### src/rtl/ball_engine_if.sv
// Signal bundle between the VGA timing stage / paddle logic and the ball
// engine. frame_pulse is a one-cycle strobe with no back-pressure: the engine
// acts on every cycle where it is high, and there is no ready path. The
// remaining inputs are level signals sampled every clock. The outputs are
// registered; state exposes the ball FSM for observation.
interface ball_engine_if;
  logic [9:0] hpos;
  logic [8:0] vpos;
  logic       active;
  logic       frame_pulse;
  logic [9:0] paddle_x;
  logic       launch;
  logic [9:0] ball_x;
  logic [8:0] ball_y;
  logic       ball_pixel;
  logic       miss;
  logic [1:0] state;

  modport master (
    output hpos, vpos, active, frame_pulse, paddle_x, launch,
    input  ball_x, ball_y, ball_pixel, miss, state
  );

  modport slave (
    input  hpos, vpos, active, frame_pulse, paddle_x, launch,
    output ball_x, ball_y, ball_pixel, miss, state
  );
endinterface

### src/rtl/ball_engine.sv
// Breakout ball engine: serve / move / miss state machine, once-per-frame
// position stepping with wall and paddle bounces, and a registered per-pixel
// ball mask (one clock behind hpos/vpos).
module ball_engine #(
  parameter int SCREEN_W  = 640,
  parameter int SCREEN_H  = 480,
  parameter int BALL_SIZE = 8,
  parameter int PADDLE_Y  = 456,
  parameter int PADDLE_W  = 64,
  parameter int SPEED     = 2,
  parameter int MISS_WAIT = 60
) (
  input logic          clk,
  input logic          nRst,
  ball_engine_if.slave bus
);

  localparam int CW = $clog2(MISS_WAIT);

  // All geometry is evaluated in 11 bits so sums never wrap.
  localparam logic [10:0] X_MAX     = 11'(SCREEN_W - BALL_SIZE);
  localparam logic [10:0] Y_MAX     = 11'(SCREEN_H - BALL_SIZE);
  localparam logic [10:0] Y_REST    = 11'(PADDLE_Y - BALL_SIZE);
  localparam logic [10:0] SERVE_OFS = 11'(PADDLE_W / 2 - BALL_SIZE / 2);
  localparam logic [10:0] STEP      = 11'(SPEED);
  localparam logic [10:0] SIZE      = 11'(BALL_SIZE);
  localparam logic [10:0] PAD_W     = 11'(PADDLE_W);
  localparam logic [CW-1:0] CNT_LAST = CW'(MISS_WAIT - 1);

  typedef enum logic [1:0] {
    S_SERVE = 2'd0,
    S_MOVE  = 2'd1,
    S_MISS  = 2'd2
  } state_t;

  state_t        state_q, state_d;
  logic [9:0]    x_q, x_d;
  logic [8:0]    y_q, y_d;
  logic          dx_neg_q, dx_neg_d;
  logic          dy_neg_q, dy_neg_d;
  logic [CW-1:0] cnt_q, cnt_d;
  logic          miss_q, miss_d;
  logic          pixel_q, pixel_d;

  logic [10:0] x_w, y_w, px_w, h_w, v_w, serve_sum, serve_x;
  logic        paddle_hit;

  assign x_w  = {1'b0, x_q};
  assign y_w  = {2'b0, y_q};
  assign px_w = {1'b0, bus.paddle_x};
  assign h_w  = {1'b0, bus.hpos};
  assign v_w  = {2'b0, bus.vpos};

  assign serve_sum = px_w + SERVE_OFS;
  assign serve_x   = (serve_sum > X_MAX) ? X_MAX : serve_sum;

  // Paddle hit uses the pre-step position: the ball would cross the paddle
  // top this frame and horizontally overlaps the paddle.
  assign paddle_hit = (y_w < Y_REST) && (y_w + STEP >= Y_REST) &&
                      (x_w + SIZE > px_w) && (x_w < px_w + PAD_W);

  // Next-state, next-position and miss strobe; nothing moves without frame_pulse.
  always_comb begin
    state_d  = state_q;
    x_d      = x_q;
    y_d      = y_q;
    dx_neg_d = dx_neg_q;
    dy_neg_d = dy_neg_q;
    cnt_d    = cnt_q;
    miss_d   = 1'b0;
    if (bus.frame_pulse) begin
      case (state_q)
        S_SERVE: begin
          x_d = serve_x[9:0];
          y_d = Y_REST[8:0];
          if (bus.launch) begin
            state_d  = S_MOVE;
            dx_neg_d = 1'b0;
            dy_neg_d = 1'b1;
          end
        end
        S_MOVE: begin
          if (!dx_neg_q) begin
            if (x_w + STEP >= X_MAX) begin
              x_d      = X_MAX[9:0];
              dx_neg_d = 1'b1;
            end else begin
              x_d = x_q + STEP[9:0];
            end
          end else if (x_w <= STEP) begin
            x_d      = 10'd0;
            dx_neg_d = 1'b0;
          end else begin
            x_d = x_q - STEP[9:0];
          end

          if (dy_neg_q) begin
            if (y_w <= STEP) begin
              y_d      = 9'd0;
              dy_neg_d = 1'b0;
            end else begin
              y_d = y_q - STEP[8:0];
            end
          end else if (paddle_hit) begin
            y_d      = Y_REST[8:0];
            dy_neg_d = 1'b1;
          end else if (y_w + STEP >= Y_MAX) begin
            y_d     = Y_MAX[8:0];
            miss_d  = 1'b1;
            state_d = S_MISS;
          end else begin
            y_d = y_q + STEP[8:0];
          end
        end
        S_MISS: begin
          if (cnt_q == CNT_LAST) begin
            cnt_d   = '0;
            state_d = S_SERVE;
          end else begin
            cnt_d = cnt_q + 1'b1;
          end
        end
        default: state_d = S_SERVE;
      endcase
    end
  end

  // Ball mask for the current pixel; hidden while waiting after a miss.
  always_comb begin
    pixel_d = bus.active && (state_q != S_MISS) &&
              (h_w >= x_w) && (h_w < x_w + SIZE) &&
              (v_w >= y_w) && (v_w < y_w + SIZE);
  end

  // State and output registers with synchronous active-low reset.
  always_ff @(posedge clk) begin
    if (!nRst) begin
      state_q  <= S_SERVE;
      x_q      <= 10'((SCREEN_W - BALL_SIZE) / 2);
      y_q      <= Y_REST[8:0];
      dx_neg_q <= 1'b0;
      dy_neg_q <= 1'b1;
      cnt_q    <= '0;
      miss_q   <= 1'b0;
      pixel_q  <= 1'b0;
    end else begin
      state_q  <= state_d;
      x_q      <= x_d;
      y_q      <= y_d;
      dx_neg_q <= dx_neg_d;
      dy_neg_q <= dy_neg_d;
      cnt_q    <= cnt_d;
      miss_q   <= miss_d;
      pixel_q  <= pixel_d;
    end
  end

  assign bus.ball_x     = x_q;
  assign bus.ball_y     = y_q;
  assign bus.ball_pixel = pixel_q;
  assign bus.miss       = miss_q;
  assign bus.state      = state_q;

endmodule

### src/flat_wrapper.sv
// flat-port wrapper written by rule: the top's interface ports become plain ports
module ball_engine_flat 
#(
  parameter int SCREEN_W  = 640,
  parameter int SCREEN_H  = 480,
  parameter int BALL_SIZE = 8,
  parameter int PADDLE_Y  = 456,
  parameter int PADDLE_W  = 64,
  parameter int SPEED     = 2,
  parameter int MISS_WAIT = 60
)
  (clk, nRst, bus_hpos, bus_vpos, bus_active, bus_frame_pulse, bus_paddle_x, bus_launch, bus_ball_x, bus_ball_y, bus_ball_pixel, bus_miss, bus_state);
  ball_engine_if bus_i ();
  input logic clk;
  input logic nRst;
  input wire logic [$bits(bus_i.hpos)-1:0] bus_hpos;
  input wire logic [$bits(bus_i.vpos)-1:0] bus_vpos;
  input wire logic [$bits(bus_i.active)-1:0] bus_active;
  input wire logic [$bits(bus_i.frame_pulse)-1:0] bus_frame_pulse;
  input wire logic [$bits(bus_i.paddle_x)-1:0] bus_paddle_x;
  input wire logic [$bits(bus_i.launch)-1:0] bus_launch;
  output wire logic [$bits(bus_i.ball_x)-1:0] bus_ball_x;
  output wire logic [$bits(bus_i.ball_y)-1:0] bus_ball_y;
  output wire logic [$bits(bus_i.ball_pixel)-1:0] bus_ball_pixel;
  output wire logic [$bits(bus_i.miss)-1:0] bus_miss;
  output wire logic [$bits(bus_i.state)-1:0] bus_state;
  assign bus_i.hpos = bus_hpos;
  assign bus_i.vpos = bus_vpos;
  assign bus_i.active = bus_active;
  assign bus_i.frame_pulse = bus_frame_pulse;
  assign bus_i.paddle_x = bus_paddle_x;
  assign bus_i.launch = bus_launch;
  assign bus_ball_x = bus_i.ball_x;
  assign bus_ball_y = bus_i.ball_y;
  assign bus_ball_pixel = bus_i.ball_pixel;
  assign bus_miss = bus_i.miss;
  assign bus_state = bus_i.state;
  ball_engine #(.SCREEN_W(SCREEN_W), .SCREEN_H(SCREEN_H), .BALL_SIZE(BALL_SIZE), .PADDLE_Y(PADDLE_Y), .PADDLE_W(PADDLE_W), .SPEED(SPEED), .MISS_WAIT(MISS_WAIT)) u_core (.clk(clk), .nRst(nRst), .bus(bus_i));
endmodule
### config.mk
export PLATFORM = sky130hd
export DESIGN_NAME = ball_engine_flat
export DESIGN_NICKNAME = d
export VERILOG_FILES = /design/src/rtl/ball_engine_if.sv /design/src/rtl/ball_engine.sv /design/src/flat_wrapper.sv
export SDC_FILE = /design/constraint.sdc
export NUM_CORES = 1
export LEC_CHECK = 0
export CORE_MARGIN = 1
export CORE_UTILIZATION = 30
export DETAILED_ROUTE_END_ITERATION = 10
export GPL_TIMING_DRIVEN = 0
export HOLD_SLACK_MARGIN = 0.03
export PLACE_DENSITY_LB_ADDON = 0.1
export SETUP_SLACK_MARGIN = 0.15
export SLEW_MARGIN = 20
export SYNTH_ARGS = -nofsm -noshare
export SYNTH_HDL_FRONTEND = slang
export SYNTH_SLANG_ARGS = --single-unit
### constraint.sdc
create_clock -name clk -period 2.7 [get_ports clk]
set_clock_uncertainty 0.05 [all_clocks]
set_input_delay 0.405 -clock clk [delete_from_list [all_inputs] [get_ports clk]]
set_output_delay 0.405 -clock clk [all_outputs]
set_load 0.01 [all_outputs]
==> run_results.csv, run 1 <==
group,metric,value,unit
floorplan,start_util,30.8,%
floorplan,dieArea,13400,sq um
worst_setup_path,reg2regPathDepth,11,
min_path,min_path_type,"reg -> reg",
timing,setup_viol,0,
cells_and_area,nNetsFinal,692,
floorplan,chipWidth,116,microns
power_and_ir_drop,power_leakage,2.12,nW
yosys,synth.area.top_cells,"ha_1 20%, dfxtp_1 15%, xnor2_1 5.2%, a21oi_1 4.9%, inv_1 4.3%",
yosys,synthFlopType,"dfxtp_1",
floorplan,die_h,116,microns
cts,cts_made_buffers,5,
worst_setup_path,r2r_end,"u_core.bus.ball_y[5]",
power_and_ir_drop,power_frac_seq,26.9,%
power_and_ir_drop,switching_share,36.1,%
timing,hold_viol_final,0,
global_route,grt.total_usage,20.1,%
cts,tritoncts,"done",
cells_and_area,fin_cells,769,
yosys,synth_nets,605,
status,outcome,"finished clean",
yosys,synth-seq-cells,30,
placed_design,hpwl,10100,microns
power_and_ir_drop,vdd_drop_max,214,uV
floorplan,rows,41,
power_and_ir_drop,combPwrFrac,42.4,%
timing,slew_headroom,60.0,%
timing,fin_ws,29.8,ps
cells_and_area,antenna_cells,0,
power_and_ir_drop,p_clk_share,30.7,%
cts,cts-root-buf,"clkbuf_16",
routing,drc,0,
power_and_ir_drop,power.density,352,nW/um^2
yosys,ys_warn_count,0,
placed_design,port_buffers,52,
cells_and_area,area_delta_synth_final,36.0,%
placed_design,globalplace.congestion,0.889,
worst_setup_path,endpoint_kind,"flop",
cts,cts.clk_slew.worst_paths,50,ps
placed_design,dp_cells,733,
routing,vias,4121,
timing,grt_setup_unrepaired,"yes",
power_and_ir_drop,power_switching,0.674,mW
worst_setup_path,arrival,2800,ps
timing,fmax,375,MHz
worst_setup_path,timing.critical_path.to,"u_core.bus.ball_y[5]",
routing,drtAntennaViolNets,0,
routing,drtIter0Drc,274,
floorplan,coreArea,12600,sq um
global_route,grt_max_degree,13,
yosys,synth-edff-count,0,
placed_design,dp_slack,-442,ps
yosys,syn_area,3890,sq um
timing,slew_violations,0,
min_path,holdPathStages,2,
worst_setup_path,critical_path.startpoint,"u_core.bus.ball_x[3]",
yosys,netlist.area_leader.share,19.9,%
yosys,synth_largest_area_cell,"ha_1",
worst_setup_path,cp_data_required_time,2830,ps
global_route,grt_pass1_wl,20700,microns
yosys,avgSynthCellArea,7.65,sq um
yosys,ys_top_cells_by_count,"62 x ha_1, 45 x inv_1, 44 x nand2_1",
worst_setup_path,timing.critical_path.fanout_max,5,
timing,fin_crit_sh,98.9,%
worst_setup_path,startpoint_type,"flop",
yosys,ys_seq_area_share,15.4,%
worst_setup_path,r2r_slack,30,ps
job,drv_cap,0,
worst_setup_path,r2r_start,"u_core.bus.ball_x[3]",
power_and_ir_drop,p_int,1.19,mW
timing,min_period,2670,ps
yosys,synthDistinctLibCells,75,
timing,setup-tns-final,0,ps
cells_and_area,layout-drive-gt1-share,19.1,%
timing,worst_pin_slew,600,ps
worst_setup_path,worstSetupPathType,"reg -> reg",
routing,viasPerCell,5.36,
cts,clockBufferDepth,2,
cts,postCtsHoldBufs,0,
routing,wl_per_cell,17.2,microns
yosys,async_reset_ff_share,0,%
global_route,grt-ovfl-total,0,
yosys,synth_cells,509,
cts,clk_latency,280,ps
global_route,grt_antenna_before_repair,0,
global_route,grt_pass1_vias,3938,
cts,cts.sinks,30,
routing,drt_first_pass_iters,5,
floorplan,ios,57,
cts,cts.htree.levels,2,
routing,wl,13200,microns
yosys,yosysMostFrequentCell,"ha_1",
## power by group through the flow
stage                     registers [mW]  clock network (mW)  logic, mW
after floorplan                    0.506                   0      0.415
after global placement             0.514                   0      0.640
after detailed placement           0.515                   0      0.645
after CTS                          0.500               0.582      0.741
after global routing               0.504               0.602      0.872
final                              0.501               0.573      0.790
## stage by stage
stage	area, sq um	power, mW	hold WS (ps)	utilization, %
after global placement	4650	1.15	423	36.8
after detailed placement	4650	1.16	443	36.8
after floorplan	3910	0.921	408	-
final	5290	1.87	458	41.9
after global routing	5290	1.98	475	41.9
after CTS	5130	1.82	455	40.7
## worst max-delay path, stage by stage, from the launching register on
cell and delay [ps]:
dfxtp_4 390, ha_4 170, inv_2 40, or2_4 250, xnor2_4 140, ha_4 310
nand3_4 90, nor4_4 270, a211oi_2 160, a41oi_4 310, nand3_2 130, a221oi_2 270
## metal layers
metal  up-vias  wire [microns]  part of all wire [%]  global-route usage, %
met2       116            6340                    48                   33.5
met1      1940            5950                    45                   26.5
met5         -               0                     0                      0
li1       2044               -                     -                      -
met3        21             625                   4.7                   2.72
met4         0             307                   2.3                   6.58
## cells in the final DEF, fill, tap and decap left out, types with 9 or more instances in the layout
cell type	Yosys	layout
a21oi_1	38	36
buf_4	6	30
clkbuf_1	9	9
clkdlybuf4s50_1	0	50
dfxtp_1	30	22
ha_1	62	56
inv_1	45	41
nand2_1	44	41
nand2b_1	9	9
nand3_1	23	20
nand4_1	12	12
nor2_1	27	26
nor3_1	11	11
o21a_1	11	11
o21ai_0	23	23
xnor2_1	23	19
## layout make-up
| cell class | count | area, sq um |
|---|---|---|
| fill | 1325 | 7330 |
| multi-input combinational | 412 | 3250 |
| timing repair buffer | 80 | 728 |
| sequential | 30 | 621 |
| tap | 172 | 215 |
| inverter | 46 | 180 |
| buffer | 21 | 148 |
| clock buffer | 6 | 139 |
| clock inverter | 2 | 12.5 |
## registers in the layout, indices dropped and copies added (netlist names)
name and count:
u_core.bus.ball_x 10, u_core.bus.ball_y 8, u_core.cnt_q 6, u_core.bus.state 2, u_core.bus.ball_pixel 1, u_core.bus.miss 1
u_core.dx_neg_q 1, u_core.dy_neg_q 1
## kinds of logic after synthesis
logic type	share of synthesized area, %
AOI/OAI and AO/OA	28.2
xor gates and xnor gates	6.08
and+or+nand+nor	22.3
adders and majority gates	19.9
other	0.0963
muxes	0.804
DFF	15.4
buffers and inverters	7.23
## worst min path at each step
stage               startpoint              end
2_1_floorplan  u_core.cnt_q[5]  u_core.cnt_q[5]
3_3_place_gp   u_core.cnt_q[5]  u_core.cnt_q[5]
3_5_place_dp   u_core.cnt_q[5]  u_core.cnt_q[5]
4_1_cts        u_core.cnt_q[1]  u_core.cnt_q[1]
5_1_grt        u_core.cnt_q[5]  u_core.cnt_q[5]
6_report       u_core.cnt_q[1]  u_core.cnt_q[1]
## repair_timing
action | 4_1_cts | 5_1_grt
resized for setup | 33 | 23
endpoints found under the setup margin | 10 | 12
buffers inserted | 20 | 8
pin swaps | 16 | 12
Note: power is estimated with default switching activity, not from simulation.
==> run 2, diff against run 1 <==
--- a/config.mk
+++ b/config.mk
@@ -5,6 +5,7 @@
 export SDC_FILE = /design/constraint.sdc
 export NUM_CORES = 1
 export LEC_CHECK = 0
+export CAP_MARGIN = 5
 export CORE_MARGIN = 1
 export CORE_UTILIZATION = 30
 export DETAILED_ROUTE_END_ITERATION = 10
==> results of run 2 <==
Final layout, timing and power as in run 1 (identical DEF).
